## config.mk

```make
export PLATFORM = sky130hd
export DESIGN_NAME = clock_enable_bank
export DESIGN_NICKNAME = d
export VERILOG_FILES = /design/src/rtl/clock_enable_bank.sv
export SDC_FILE = /design/constraint.sdc
export NUM_CORES = 1
export LEC_CHECK = 0
export CORE_MARGIN = 5
export CORE_UTILIZATION = 25
export DETAILED_ROUTE_END_ITERATION = 8
export DONT_BUFFER_PORTS = 1
export GPL_ROUTABILITY_DRIVEN = 0
export SYNTH_ARGS = -nofsm -noshare
export SYNTH_HDL_FRONTEND = slang
export SYNTH_SLANG_ARGS = --single-unit
```

## constraint.sdc

```tcl
create_clock -name clk_in -period 11.95 [get_ports clk_in]
set_input_delay 2.39 -clock clk_in [delete_from_list [all_inputs] [get_ports clk_in]]
set_output_delay 2.39 -clock clk_in [all_outputs]
set_load 0.02 [all_outputs]
```

## src/rtl/clock_enable_bank.sv

```systemverilog
// Multi-channel clock divider / strobe generator on a single clock.
// Each channel has a shadowed divisor and mode that are applied glitch-free at terminal count, while idle, or on sync.
module clock_enable_bank #(
    parameter int unsigned N_CH         = 4,
    parameter int unsigned CHAN_W       = 2,
    parameter int unsigned W            = 32,
    parameter int unsigned DEFAULT_DIV  = 500,
    parameter logic        DEFAULT_MODE = 1'b0
) (
    input  logic              clk_in,
    input  logic              resetn,
    input  logic [N_CH-1:0]   enable,
    input  logic              sync,
    input  logic              cfg_valid,
    output logic              cfg_ready,
    input  logic [CHAN_W-1:0] cfg_chan,
    input  logic [W-1:0]      cfg_div,
    input  logic              cfg_mode,
    output logic [N_CH-1:0]   clk_out,
    output logic [N_CH-1:0]   tick,
    output logic [N_CH-1:0]   pending
);

    logic [W-1:0]    cnt        [N_CH];
    logic [W-1:0]    div_q      [N_CH];
    logic [W-1:0]    shadow_div [N_CH];
    logic [N_CH-1:0] mode_q;
    logic [N_CH-1:0] shadow_mode;
    logic [N_CH-1:0] running;
    logic [N_CH-1:0] terminal;
    logic [N_CH-1:0] accept;

    // Out-of-range channel selects match no channel, so they are always ready and go nowhere.
    always_comb begin
        cfg_ready = 1'b1;
        for (int c = 0; c < int'(N_CH); c++) begin
            if (cfg_chan == CHAN_W'(c)) begin
                cfg_ready = ~pending[c];
            end
        end
    end

    always_comb begin
        running  = '0;
        terminal = '0;
        accept   = '0;
        for (int c = 0; c < int'(N_CH); c++) begin
            running[c]  = enable[c] & (div_q[c] != '0);
            terminal[c] = running[c] & (cnt[c] == div_q[c] - W'(1));
            accept[c]   = cfg_valid & cfg_ready & (cfg_chan == CHAN_W'(c));
        end
    end

    always_ff @(posedge clk_in) begin
        if (!resetn) begin
            for (int c = 0; c < int'(N_CH); c++) begin
                cnt[c]         <= '0;
                div_q[c]       <= W'(DEFAULT_DIV);
                shadow_div[c]  <= W'(DEFAULT_DIV);
                mode_q[c]      <= DEFAULT_MODE;
                shadow_mode[c] <= DEFAULT_MODE;
                clk_out[c]     <= 1'b0;
                tick[c]        <= 1'b0;
                pending[c]     <= 1'b0;
            end
        end else begin
            for (int c = 0; c < int'(N_CH); c++) begin
                tick[c] <= 1'b0;
                if (sync) begin
                    cnt[c]     <= '0;
                    clk_out[c] <= 1'b0;
                    if (pending[c]) begin
                        div_q[c]   <= shadow_div[c];
                        mode_q[c]  <= shadow_mode[c];
                        pending[c] <= 1'b0;
                    end
                end else if (!running[c]) begin
                    // Idle channel: hold phase, but a zero divisor forces everything low.
                    if (div_q[c] == '0) begin
                        cnt[c]     <= '0;
                        clk_out[c] <= 1'b0;
                    end
                    if (pending[c]) begin
                        div_q[c]   <= shadow_div[c];
                        mode_q[c]  <= shadow_mode[c];
                        pending[c] <= 1'b0;
                        cnt[c]     <= '0;
                        clk_out[c] <= 1'b0;
                    end
                end else if (terminal[c]) begin
                    cnt[c] <= '0;
                    if (mode_q[c]) begin
                        tick[c] <= 1'b1;
                    end else begin
                        clk_out[c] <= ~clk_out[c];
                    end
                    // Terminal action above uses the old mode; a switch to pulse parks clk_out low.
                    if (pending[c]) begin
                        div_q[c]   <= shadow_div[c];
                        mode_q[c]  <= shadow_mode[c];
                        pending[c] <= 1'b0;
                        if (shadow_mode[c]) begin
                            clk_out[c] <= 1'b0;
                        end
                    end
                end else begin
                    cnt[c] <= cnt[c] + W'(1);
                end
                if (accept[c]) begin
                    shadow_div[c]  <= cfg_div;
                    shadow_mode[c] <= cfg_mode;
                    pending[c]     <= 1'b1;
                end
            end
        end
    end

endmodule

```

==> reports/metrics.yaml, run 1 <==
clk_pin_slew_ns: 0.06
antenna_found_initial: 13
slew_viol_final: 0
synth_top_flop_cell: "edfxtp_1"
rsz0062_at_grt: "no"
wl_um: 56600
worstSetupEndpointType: "output pin"
synth_area_leaders: "edfxtp_1 51%, xnor2_1 5.8%, and2_1 4.5%"
ys_seq_elements: 404
power_frac_comb_pct: 6.2
cts_resized: 0
vias: 15717
whs_path_depth: 2
grt_use_total_pct: 11.3
antenna_left: 0
required_ns: 9.56
grt_pass1_wl_um: 87500
cts_max_level: 2
clock.fmax_mhz: 178
start_kind: "primary input"
seqPwrFrac_pct: 50.0
min_to: "mode_q[2]"
min_path_type: "reg -> reg"
wire_per_inst_um: 17.1
placed_area_um2: 23800
finalPower_mw: 3.36
p_int_mw: 2.57
async_flop_share_pct: 0
clkPwrFrac_pct: 43.8
crit_chain: "mux4_2, inv_1"
grt_max_degree: 58
relSlewSlack_pct: 14.0
yosysMostFrequentCell: "edfxtp_1"
syn_nets: 2166
worst-path-stages: 2
fin_cells: 3316
path_max_fanout: 3
drtPass1Iterations: 5
netlist_instances: 2115
syn_area_per_cell_um2: 10.7
syn_to_final_growth_pct: 12.7
cts.path.max_buffers: 3
synth_top_area_cell: "edfxtp_1"
dp.cells: 3220
cts_hold_buf: 0
rr_endpoint: "div_q[0][29]"
setup_viol: 0
ys_types: 86
io_buffers: 0
fin_crit_ns: 5.62
p_leak_nw: 8.35
swShare_pct: 23.4
io_pins: 56
seq_area_frac_synth_pct: 52.9
drc_errors: 0
arrival_ns: 3.23
via_per_inst: 4.74
die-area_um2: 96400
nFillCells: 9222
r2r-start: "div_q[0][2]"
cts_tree: "done"
grt_pass1_vias: 14942
synthDominantCellAreaShare_pct: 51.1
num_rows: 110
fin_skew_ns: 0.0185
rrSetupSlack_ns: 7.01
tns_ns: 0
finalHoldViolations: 0
fin_nets: 2143
cts_inserted_buffers: 46
worst_pin_slew_ns: 1.28
grt_remaining_overflow: 0
period_share_pct: 47.1
power_density_nw_per_um2: 132
die_x_um: 311
clkLatencyLatePin_ns: 0.59
finalInstanceArea_um2: 25400
fin_hold_ws_ns: 0.491
cts_sinks: 404
synthTopCellsByCount: "384 x edfxtp_1, 260 x nor2_1, 164 x and2_1"
slowest_stage: "mux4_2"
path_buf_inv: 1
status: "finished clean"
core_area_um2: 89900
min-delay-start: "shadow_mode[2]"
die_height_um: 311
rr_worst_depth: 9
start_util_pct: 25.1
max_stage_delay_ns: 0.61
postCtsSetupBuffers: 0
yosysWarnings: 0
switching_power_uw: 788
path_class: "in -> out"
drt_iter0_drc: 1036
synth_edf_count: 384
crit_family: "multiplexers"
vdd_drop_max_mv: 0.121
startpoint: "cfg_chan[0]"
drive_gt1_share_pct: 6.72
root_buffer: "clkbuf_16"
max_cap_violations: 0
hpwl_um: 41000
synth_area_um2: 22600
registers in the layout, indices dropped and copies added, names as in the netlist:
register and flops:
shadow_div 128, cnt 128, shadow_mode 4, tick 4, pending 4, mode_q 4
clk_out 4, div_q 128
placed cells by master (no fill, tap or decap), types with 14 or more instances in the layout:
master     netlist  layout
a21oi_1         19      19
a31oi_1         21      21
and2_1         164     164
and3_1          87      87
and4_1          14      14
buf_4            3      18
clkbuf_16        0      47
dfxtp_1         20      20
edfxtp_1       384     384
inv_1           51      51
mux2i_1         17      17
nand2_1        127     126
nand2b_1        27      27
nand3_1         74      73
nand3b_1        27      27
nand4_1         50      50
nand4b_1        14      14
nor2_1         260     260
nor2b_1         17      17
nor3_1          61      61
nor4_1          51      51
o21ai_0         28      24
or3_1           41      41
or4_1           17      17
xnor2_1        150     150
xor2_1         113     113
cells by family (layout without fill, tap and decap cells):
group                    Yosys count  count (layout)  synth area share, %
AO/OA/AOI/OAI                    180             180                 5.75
multiplexers                      21              21                 1.00
XOR/XNOR                         263             263                 10.2
flip-flops                       404             404                 52.9
adder cells (fa/ha/maj)            8               8                0.443
other                              0              11                    0
buffers and inverters            140             154                 2.53
AND/OR/NAND/NOR                 1099            1099                 27.2
how the worst max path moves through the flow:
stage | slack (ns) | endpoint
2_1_floorplan | 5.90 | shadow_div[2][0]
3_3_place_gp | 6.33 | cfg_ready
3_5_place_dp | 6.33 | cfg_ready
4_1_cts | 6.33 | cfg_ready
5_1_grt | 6.32 | cfg_ready
6_report | 6.33 | cfg_ready
metrics by stage:
step           setup slack, ns  utilization, %
4_1_cts                   6.33            28.3
5_1_grt                   6.32            28.3
3_3_place_gp              6.33            26.5
6_report                  6.33            28.3
3_5_place_dp              6.33            26.5
2_1_floorplan             5.90               -
power by group through the flow:
stage | sequential, mW | clock [mW] | combinational (mW)
2_1_floorplan | 1.68 | 0 | 0.176
5_1_grt | 1.69 | 1.57 | 0.232
3_5_place_dp | 1.71 | 0 | 0.207
3_3_place_gp | 1.71 | 0 | 0.205
6_report | 1.68 | 1.47 | 0.208
4_1_cts | 1.68 | 1.51 | 0.208
routing by layer:
metal	up-vias	global-route usage [%]	share of wire, %
li1	7718	-	-
met1	7498	15.2	44
met2	411	17.4	44
met3	86	4.01	9.6
met4	4	3.21	2.4
met5	-	0	0.048
final cells by class:
| cell class | instances | area, um2 | area share (%) |
|---|---|---|---|
| tap | 1176 | 1470 | 5.79 |
| clock inverter | 25 | 320 | 1.26 |
| antenna | 11 | 27.5 | 0.108 |
| timing repair buffer | 18 | 135 | 0.531 |
| sequential | 404 | 11900 | 46.9 |
| clock buffer | 60 | 1250 | 4.93 |
| multi-input combinational | 1571 | 10100 | 39.7 |
| inverter | 51 | 191 | 0.753 |
Note: power is estimated with default switching activity, not from simulation.
==> run 2, diff against run 1 <==
--- a/config.mk
+++ b/config.mk
@@ -5,6 +5,7 @@
 export SDC_FILE = /design/constraint.sdc
 export NUM_CORES = 1
 export LEC_CHECK = 0
+export ABC_AREA = 1
 export CORE_MARGIN = 5
 export CORE_UTILIZATION = 25
 export DETAILED_ROUTE_END_ITERATION = 8
==> constraint.sdc (replaced) <==
create_clock -name clk_in -period 4.7 [get_ports clk_in]
set_input_delay 0.94 -clock clk_in [delete_from_list [all_inputs] [get_ports clk_in]]
set_output_delay 0.94 -clock clk_in [all_outputs]
set_load 0.02 [all_outputs]
==> reports/metrics.yaml, run 2 <==
status: "finished clean"
rr_endpoint: "div_q[3][0]"
synth_top_flop_cell: "edfxtp_1"
grt_use_total_pct: 12.2
drt_iter0_drc: 1608
grt_max_degree: 34
synth_top_area_cell: "edfxtp_1"
grt_remaining_overflow: 0
arrival_ns: 3.84
path_class: "reg -> reg"
synthDominantCellAreaShare_pct: 47.7
clk_pin_slew_ns: 0.06
worstSetupEndpointType: "flop"
drive_gt1_share_pct: 7.61
grt_pass1_wl_um: 100000
die_x_um: 321
synth_area_leaders: "edfxtp_1 48%, nand2_1 10%, nor2_1 9.2%"
seq_area_frac_synth_pct: 49.3
fin_nets: 2994
syn_area_per_cell_um2: 8.29
syn_nets: 2969
synthTopCellsByCount: "671 x nand2_1, 590 x nor2_1, 384 x edfxtp_1"
clkLatencyLatePin_ns: 0.60
root_buffer: "clkbuf_16"
syn_to_final_growth_pct: 13.4
tns_ns: 0
final_common_cell: "nand2_1"
postCtsSetupBuffers: 0
netlist_instances: 2918
r2r-start: "div_q[3][0]"
pre_cts_slack_ns: 1.10
io_pins: 56
wl_um: 65000
vias: 18861
cts_resized: 0
start_util_pct: 25.1
whs_path_depth: 2
rsz0062_at_grt: "no"
required_ns: 4.94
rr_worst_depth: 14
drtPass1Iterations: 8
rrSetupSlack_ns: 1.10
yosysWarnings: 0
die-area_um2: 103000
fin_skew_ns: 0.0394
min-delay-start: "resetn"
yosysMostFrequentCell: "nand2_1"
placed_area_um2: 25700
ys_seq_elements: 404
path_max_fanout: 32
cts_sinks: 404
cts.path.max_buffers: 3
io_buffers: 0
setup_viol: 0
antenna_found_initial: 2
power_density_nw_per_um2: 326
period_share_pct: 76.6
p_leak_nw: 10.6
async_flop_share_pct: 0
min_path_type: "in -> reg"
cts_inserted_buffers: 47
core_area_um2: 96400
finalInstanceArea_um2: 27400
layout_setup_ws_ns: 1.10
worst_pin_slew_ns: 0.922
finalHoldViolations: 0
ys_types: 60
finalPower_mw: 8.94
antenna_left: 0
max_cap_violations: 0
via_per_inst: 4.43
num_rows: 114
cts_tree: "done"
wire_per_inst_um: 15.3
layout_common_cells: "671 x nand2_1, 590 x nor2_1, 384 x edfxtp_1"
hpwl_um: 48600
slew_viol_final: 0
vdd_drop_max_mv: 0.259
final_util_pct: 28.4
cts_max_level: 2
clock.fmax_mhz: 278
synth_area_um2: 24200
fin_crit_ns: 3.60
start_kind: "flop"
min_to: "mode_q[0]"
relSlewSlack_pct: 38.4
drc_errors: 0
die_height_um: 321
synth_edf_count: 384
grt_pass1_vias: 17772
cts_hold_buf: 0
top_regs: "cnt (128), div_q (128), shadow_div (128)"
==> run 2: cell count changes in the layout (fill, tap and decap cells not counted), sizes merged, moves of 84 or more <==
cell / previous run / this run
and2: 164 / 3
nand2: 127 / 688
and3: 87 / 2
nor2: 261 / 632
inv: 56 / 390
xnor2: 150 / 66
==> run 2: worst max-delay path, stage by stage, from the launching register on <==
cell,delay [ns]
edfxtp_1,0.38
inv_1,0.12
ha_1,0.21
nand2_2,0.11
nor2_2,0.46
nand3_4,0.14
nor2_2,0.13
xor2_1,0.15
nand3_1,0.08
nor2_1,0.17
nand3_1,0.15
nor2_4,0.17
nand4_4,0.35
o211ai_1,0.23
buf_4,0.39
==> run 2: area by class of cell <==
| cell class | count | area (um2) |
|---|---|---|
| Sequential cell | 404 | 11900 |
| Antenna cell | 1 | 2.50 |
| Clock inverter | 31 | 439 |
| Clock buffer | 56 | 1280 |
| Timing Repair Buffer | 22 | 165 |
| Fill cell | 10354 | 69000 |
| Multi-Input combinational cell | 2080 | 10600 |
| Inverter | 388 | 1460 |
| Tap cell | 1276 | 1600 |
==> run 2: layer usage <==
layer	wire length [um]	track usage [%]	vias to the layer above
met5	11	0	-
met4	1410	3.42	2
met3	4380	2.70	89
met1	30400	17.2	8807
li1	-	-	9516
met2	28800	19.1	447
==> run 2: cell families after synthesis <==
| family | Yosys count | share of synthesized area [%] |
|---|---|---|
| and+or+nand+nor | 1681 | 30.4 |
| DFF | 404 | 49.3 |
| adders and majority gates | 8 | 0.414 |
| AOI/OAI and AO/OA | 197 | 5.56 |
| buffers and inverters | 434 | 7.08 |
| xor gates and xnor gates | 194 | 7.20 |
==> run 2: worst max-delay path by stage <==
stage	start	to	slack (ns)	depth (start not counted)
finish	div_q[3][0]	div_q[3][0]	1.10	14
global route	div_q[3][0]	div_q[3][0]	0.68	15
CTS	div_q[3][0]	div_q[3][0]	1.08	14
detailed placement	div_q[3][0]	div_q[3][2]	1.10	14
global placement	cfg_chan[0]	shadow_div[1][27]	1.15	11
floorplan	resetn	div_q[0][0]	1.24	7
==> run 2: power by group <==
group          internal [mW]  switching [mW]
Sequential              4.10           0.159
Combinational          0.212           0.430
Clock                   2.46            1.58
==> run 2: through the flow <==
step	instances	hold slack [ns]
final	4258	0.475
after global routing	4258	0.445
after CTS	4257	0.448
after detailed placement	4170	0.470
after global placement	4170	0.461
after floorplan	2918	0.444
